==> config.mk <==
export PLATFORM = sky130hd
export DESIGN_NAME = shift_add_mult_flat
export DESIGN_NICKNAME = d
export VERILOG_FILES = /design/src/rtl/shift_add_mult_if.sv /design/src/rtl/shift_add_mult.sv /design/src/flat_wrapper.sv
export SDC_FILE = /design/constraint.sdc
export NUM_CORES = 1
export LEC_CHECK = 0
export CORE_UTILIZATION = 53
export DETAILED_ROUTE_END_ITERATION = 12
export PLACE_DENSITY = 0.79
export SYNTH_ARGS = -nofsm -noshare
export SYNTH_HDL_FRONTEND = slang
export SYNTH_SLANG_ARGS = --single-unit
==> constraint.sdc <==
create_clock -name clock -period 2.6 [get_ports clock]
set_input_delay 0.78 -clock clock [delete_from_list [all_inputs] [get_ports clock]]
set_output_delay 0.78 -clock clock [all_outputs]
set_load 0.01 [all_outputs]
==> src/rtl/shift_add_mult_if.sv <==
// Handshake/operand bundle for the shift-and-add multiplier.
interface shift_add_mult_if #(
  parameter int unsigned WIDTH = 8
);
  logic                 start;
  logic [WIDTH-1:0]     a;
  logic [WIDTH-1:0]     b;
  logic [2*WIDTH-1:0]   product;
  logic                 busy;
  logic                 done;

  modport master (
    output start,
    output a,
    output b,
    input  product,
    input  busy,
    input  done
  );

  modport slave (
    input  start,
    input  a,
    input  b,
    output product,
    output busy,
    output done
  );
endinterface

==> src/rtl/shift_add_mult.sv <==
// Sequential unsigned shift-and-add multiplier: one WIDTH-bit add per cycle,
// 2*WIDTH-bit product after WIDTH compute cycles, start/busy/done handshake.
module shift_add_mult #(
  parameter int unsigned WIDTH = 8
) (
  input logic            clock,
  input logic            clear,
  shift_add_mult_if.slave bus
);

  localparam int unsigned CntW = $clog2(WIDTH) + 1;
  localparam logic [CntW-1:0] LastCnt = CntW'(WIDTH - 1);

  typedef enum logic [1:0] {StIdle, StRun, StDone} state_e;

  state_e               state_q;
  logic [WIDTH-1:0]     mcand_q;
  logic [WIDTH-1:0]     acc_hi_q;
  logic [WIDTH-1:0]     acc_lo_q;
  logic [CntW-1:0]      cnt_q;
  logic [2*WIDTH-1:0]   product_q;
  logic                 busy_q;
  logic                 done_q;
  logic [WIDTH:0]       sum;

  // Partial-product add; carry is kept as the top bit and shifted in at the MSB.
  always_comb begin
    sum = {1'b0, acc_hi_q} + (acc_lo_q[0] ? {1'b0, mcand_q} : '0);
  end

  // Control FSM and datapath registers; busy/done/product are all registered.
  always_ff @(posedge clock or posedge clear) begin
    if (clear) begin
      state_q   <= StIdle;
      mcand_q   <= '0;
      acc_hi_q  <= '0;
      acc_lo_q  <= '0;
      cnt_q     <= '0;
      product_q <= '0;
      busy_q    <= 1'b0;
      done_q    <= 1'b0;
    end else begin
      unique case (state_q)
        StIdle: begin
          if (bus.start) begin
            mcand_q  <= bus.a;
            acc_hi_q <= '0;
            acc_lo_q <= bus.b;
            cnt_q    <= '0;
            busy_q   <= 1'b1;
            state_q  <= StRun;
          end
        end
        StRun: begin
          acc_hi_q <= sum[WIDTH:1];
          acc_lo_q <= {sum[0], acc_lo_q[WIDTH-1:1]};
          cnt_q    <= cnt_q + CntW'(1);
          if (cnt_q == LastCnt) begin
            product_q <= {sum, acc_lo_q[WIDTH-1:1]};
            done_q    <= 1'b1;
            state_q   <= StDone;
          end
        end
        StDone: begin
          done_q  <= 1'b0;
          busy_q  <= 1'b0;
          state_q <= StIdle;
        end
        default: state_q <= StIdle;
      endcase
    end
  end

  assign bus.product = product_q;
  assign bus.busy    = busy_q;
  assign bus.done    = done_q;

endmodule

==> src/flat_wrapper.sv <==
// flat-port wrapper written by rule: the top's interface ports become plain ports
module shift_add_mult_flat 
#(
  parameter int unsigned WIDTH = 8
)
  (clock, clear, bus_start, bus_a, bus_b, bus_product, bus_busy, bus_done);
  shift_add_mult_if #(.WIDTH(WIDTH)) bus_i ();
  input logic clock;
  input logic clear;
  input wire logic [$bits(bus_i.start)-1:0] bus_start;
  input wire logic [$bits(bus_i.a)-1:0] bus_a;
  input wire logic [$bits(bus_i.b)-1:0] bus_b;
  output wire logic [$bits(bus_i.product)-1:0] bus_product;
  output wire logic [$bits(bus_i.busy)-1:0] bus_busy;
  output wire logic [$bits(bus_i.done)-1:0] bus_done;
  assign bus_i.start = bus_start;
  assign bus_i.a = bus_a;
  assign bus_i.b = bus_b;
  assign bus_product = bus_i.product;
  assign bus_busy = bus_i.busy;
  assign bus_done = bus_i.done;
  shift_add_mult #(.WIDTH(WIDTH)) u_core (.clock(clock), .clear(clear), .bus(bus_i));
endmodule
==> flow_metrics.py <==
metrics = {
    "status": {
        "status": "completed",
    },
    "finish": {
        "areaGrowthSynthToFinish_pct": 24.4,
        "area.sequential_mm2": 0.00120,
        "final_common_cell": "nand2_1",
        "final_cell_mix": "79 x nand2_1, 48 x dfrtp_1, 36 x clkdlybuf4s50_1",
        "drive_above_1_share": 0.0632,
        "num_antenna_cells": 0,
        "final_core_util": 0.696,
        "nFillCells": 326,
        "multi_input_area_mm2": 0.00101,
        "layout.nets": 313,
    },
    "synth": {
        "synth_mux_area_frac": 0.00441,
        "synth_top_area_share": 0.529,
        "syn_avg_cell_area_um2": 9.26,
        "syn_area_mm2": 0.00227,
        "synth_nets": 274,
        "ys.flop_type": "dfrtp_1",
        "synth_edf_count": 0,
        "synth_xor_area_frac": 0.0116,
        "synth-warning-count": 0,
        "synth_simple_gate_area_frac": 0.238,
        "synth_top_family_by_area": "simple AND/OR/NAND/NOR gates",
        "ys_seq_area_frac": 0.529,
        "synth_area_leaders": "dfrtp_1 53%, nand2_1 13%, ha_1 5.0%, o21ai_0 3.7%, and2_1 2.5%",
        "synth_async_sr_flop_share": 1.00,
        "yosysTopAreaCell": "dfrtp_1",
        "synth.ff_latch_count": 48,
        "synthAdderAreaFrac": 0.0584,
        "yosysUniqueCellTypes": 35,
        "synthCells": 245,
        "synth-compound-area-share": 0.135,
    },
    "critical_path": {
        "path_class": "flip-flop to flip-flop",
        "worstSetupStartpointType": "flip-flop",
        "reg2reg_slack_ns": 0.31,
        "reg2regPathDepth": 7,
        "end_kind": "flip-flop",
        "r2r-start": "u_core.acc_lo_q[0]",
        "crit_start": "u_core.acc_lo_q[0]",
        "required_ns": 2.77,
        "arrival_ns": 2.46,
        "cp_max_fo": 3,
        "reg2reg_to": "u_core.acc_hi_q[5]",
    },
    "clock_tree": {
        "cts_setup_buffers": 0,
        "htreeDepth": 2,
        "cts_buffers": 5,
        "cts_max_path_buffers": 2,
        "ctsHoldBuffers": 0,
        "ctsResizeCount": 0,
        "clk_latency_ns": 0.32,
        "cts_sinks": 48,
        "clk_pin_slew_ns": 0.09,
        "root_buffer": "clkbuf_8",
        "cts_tree": "done",
    },
    "route": {
        "drt_iter0_drc": 175,
        "drt_pass1_iterations": 4,
        "num_vias": 1906,
        "drcViolationCount": 0,
        "ant_nets": 0,
        "post_drt_via_cell_ratio": 5.69,
        "routedWlPerCell_um": 15.0,
        "routed_wl_mm": 5.03,
    },
    "die": {
        "die_area_mm2": 0.00455,
        "placementRows": 23,
        "num_io_pins": 37,
        "start_util": 0.559,
        "die_h_um": 67.4,
        "coreArea_mm2": 0.00406,
        "die_w_um": 67.4,
    },
    "timing": {
        "skew_ns": 0.0104,
        "tns_ns": 0,
        "worst_slack_ns": 0.307,
        "worst_pin_slew_ns": 0.724,
        "max-slew-margin-rel": 0.517,
        "fmax_mhz": 436,
        "finalSetupViolCount": 0,
        "period_minus_slack_ns": 2.29,
        "rsz0062_at_grt": "false",
        "hold_violations": 0,
        "finalMaxSlewViolations": 0,
        "timing.final.crit_share": 0.882,
    },
    "global_route": {
        "antenna_found_initial": 0,
        "grt_use_total": 0.255,
        "grt_start_max_net_pins": 28,
        "gr-total-overflow": 0,
        "grt_pass1_wl_mm": 8.32,
        "first_global_vias": 1802,
    },
    "hold_path": {
        "holdCritPathClass": "flip-flop to flip-flop",
        "min_path_cells": 2,
        "hp-start": "u_core.mcand_q[7]",
        "whs_endpoint": "u_core.mcand_q[7]",
    },
    "place": {
        "hpwlAfterDp_mm": 3.53,
        "place_ws_ns": 0.194,
        "port_buffers": 36,
        "place.gp.congestion": 0.873,
    },
    "power_and_ir_drop": {
        "netSwitchingFraction": 0.392,
        "power_frac_comb": 0.451,
        "p_sw_uw": 1330,
        "p_leak_uw": 0.00135,
        "p_seq_frac": 0.384,
        "intPower_uw": 2070,
        "power_density_mw_per_mm2": 1210,
        "finalPower_uw": 3400,
        "clkPwrFrac": 0.165,
        "irDropWorstVdd_mv": 0.611,
    },
    "flow_run": {
        "maxCapViolCount": 0,
    },
}
-- cells in the mapped netlist, types with 2 or more instances --
cell and instances:
a22oi_1 6, clkbuf_1 8, a21o_1 2, a21oi_1 8, nor3_1 2, xor2_1 2
ha_1 9, nand3_1 11, and2_1 9, or4_1 4, nand2_1 79, o22ai_1 2
o31ai_1 2, dfrtp_1 48, nor2_1 8, inv_1 3, a211oi_1 3, o21ai_0 17
o21a_1 3, o211ai_1 4
-- stage by stage --
| stage | cells | hold slack (ns) | instance area (um2) |
|---|---|---|---|
| 2_1_floorplan | 245 | 0.437 | 2270 |
| 3_3_place_gp | 327 | 0.450 | 2710 |
| 3_5_place_dp | 327 | 0.454 | 2710 |
| 4_1_cts | 335 | 0.477 | 2820 |
| 5_1_grt | 335 | 0.509 | 2820 |
| 6_report | 335 | 0.470 | 2820 |
-- state kept, by name, indices dropped and copies added, names as in the netlist --
| name | count |
|---|---|
| u_core.mcand_q | 8 |
| u_core.cnt_q | 4 |
| u_core.bus.product | 16 |
| u_core.state_q | 2 |
| u_core.bus.done | 1 |
| u_core.acc_hi_q | 8 |
| u_core.acc_lo_q | 8 |
| u_core.bus.busy | 1 |
-- routing by layer --
metal  wire length [um]  global-route usage  vias to the layer above
met2               2450               0.424                       71
li1                   -                   -                      921
met4                 70               0.104                        0
met3                311              0.0659                        6
met1               2200               0.315                      908
met5                  0                   0                        -
-- layout make-up --
cell class	instances	area share
Clock buffer	5	0.0244
Clock inverter	3	0.0168
Inverter	3	0.00399
Multi-Input combinational cell	184	0.359
Sequential cell	48	0.425
Tap cell	50	0.0222
Timing Repair Buffer	42	0.148
-- worst max-delay path: stages, from the launching register on --
cell and delay (ns):
dfrtp_1 0.40, and2_1 0.19, ha_1 0.24, fa_1 0.45, a211oi_1 0.30, o21bai_1 0.12, a211oi_1 0.35, o31ai_1 0.11
-- cells by family (layout without fill, tap and decap cells) --
kind of cell / after synthesis / count (layout)
xor+xnor: 3 / 3
fa+ha+maj: 10 / 10
compound gates: 49 / 49
flops: 48 / 48
buf+inv: 13 / 53
mux: 1 / 1
simple gates: 121 / 121
-- how the worst max path moves through the flow --
| stage | cells after the start | end | slack, ns |
|---|---|---|---|
| 2_1_floorplan | 7 | u_core.acc_hi_q[5] | 0.54 |
| 3_3_place_gp | 5 | u_core.acc_hi_q[7] | 0.24 |
| 3_5_place_dp | 5 | u_core.acc_hi_q[7] | 0.19 |
| 4_1_cts | 7 | u_core.acc_hi_q[5] | 0.34 |
| 5_1_grt | 7 | u_core.bus.product[13] | 0.22 |
| 6_report | 7 | u_core.acc_hi_q[5] | 0.31 |
-- power groups by stage --
stage                     registers, uW  clock network, uW  logic (uW)
after CTS                          1300                565        1530
after global placement             1300                  0        1460
after detailed placement           1320                  0        1520
final                              1310                562        1530
after floorplan                    1330                  0         924
after global routing               1350                595        1720
Note: power is estimated with default switching activity, not from simulation.
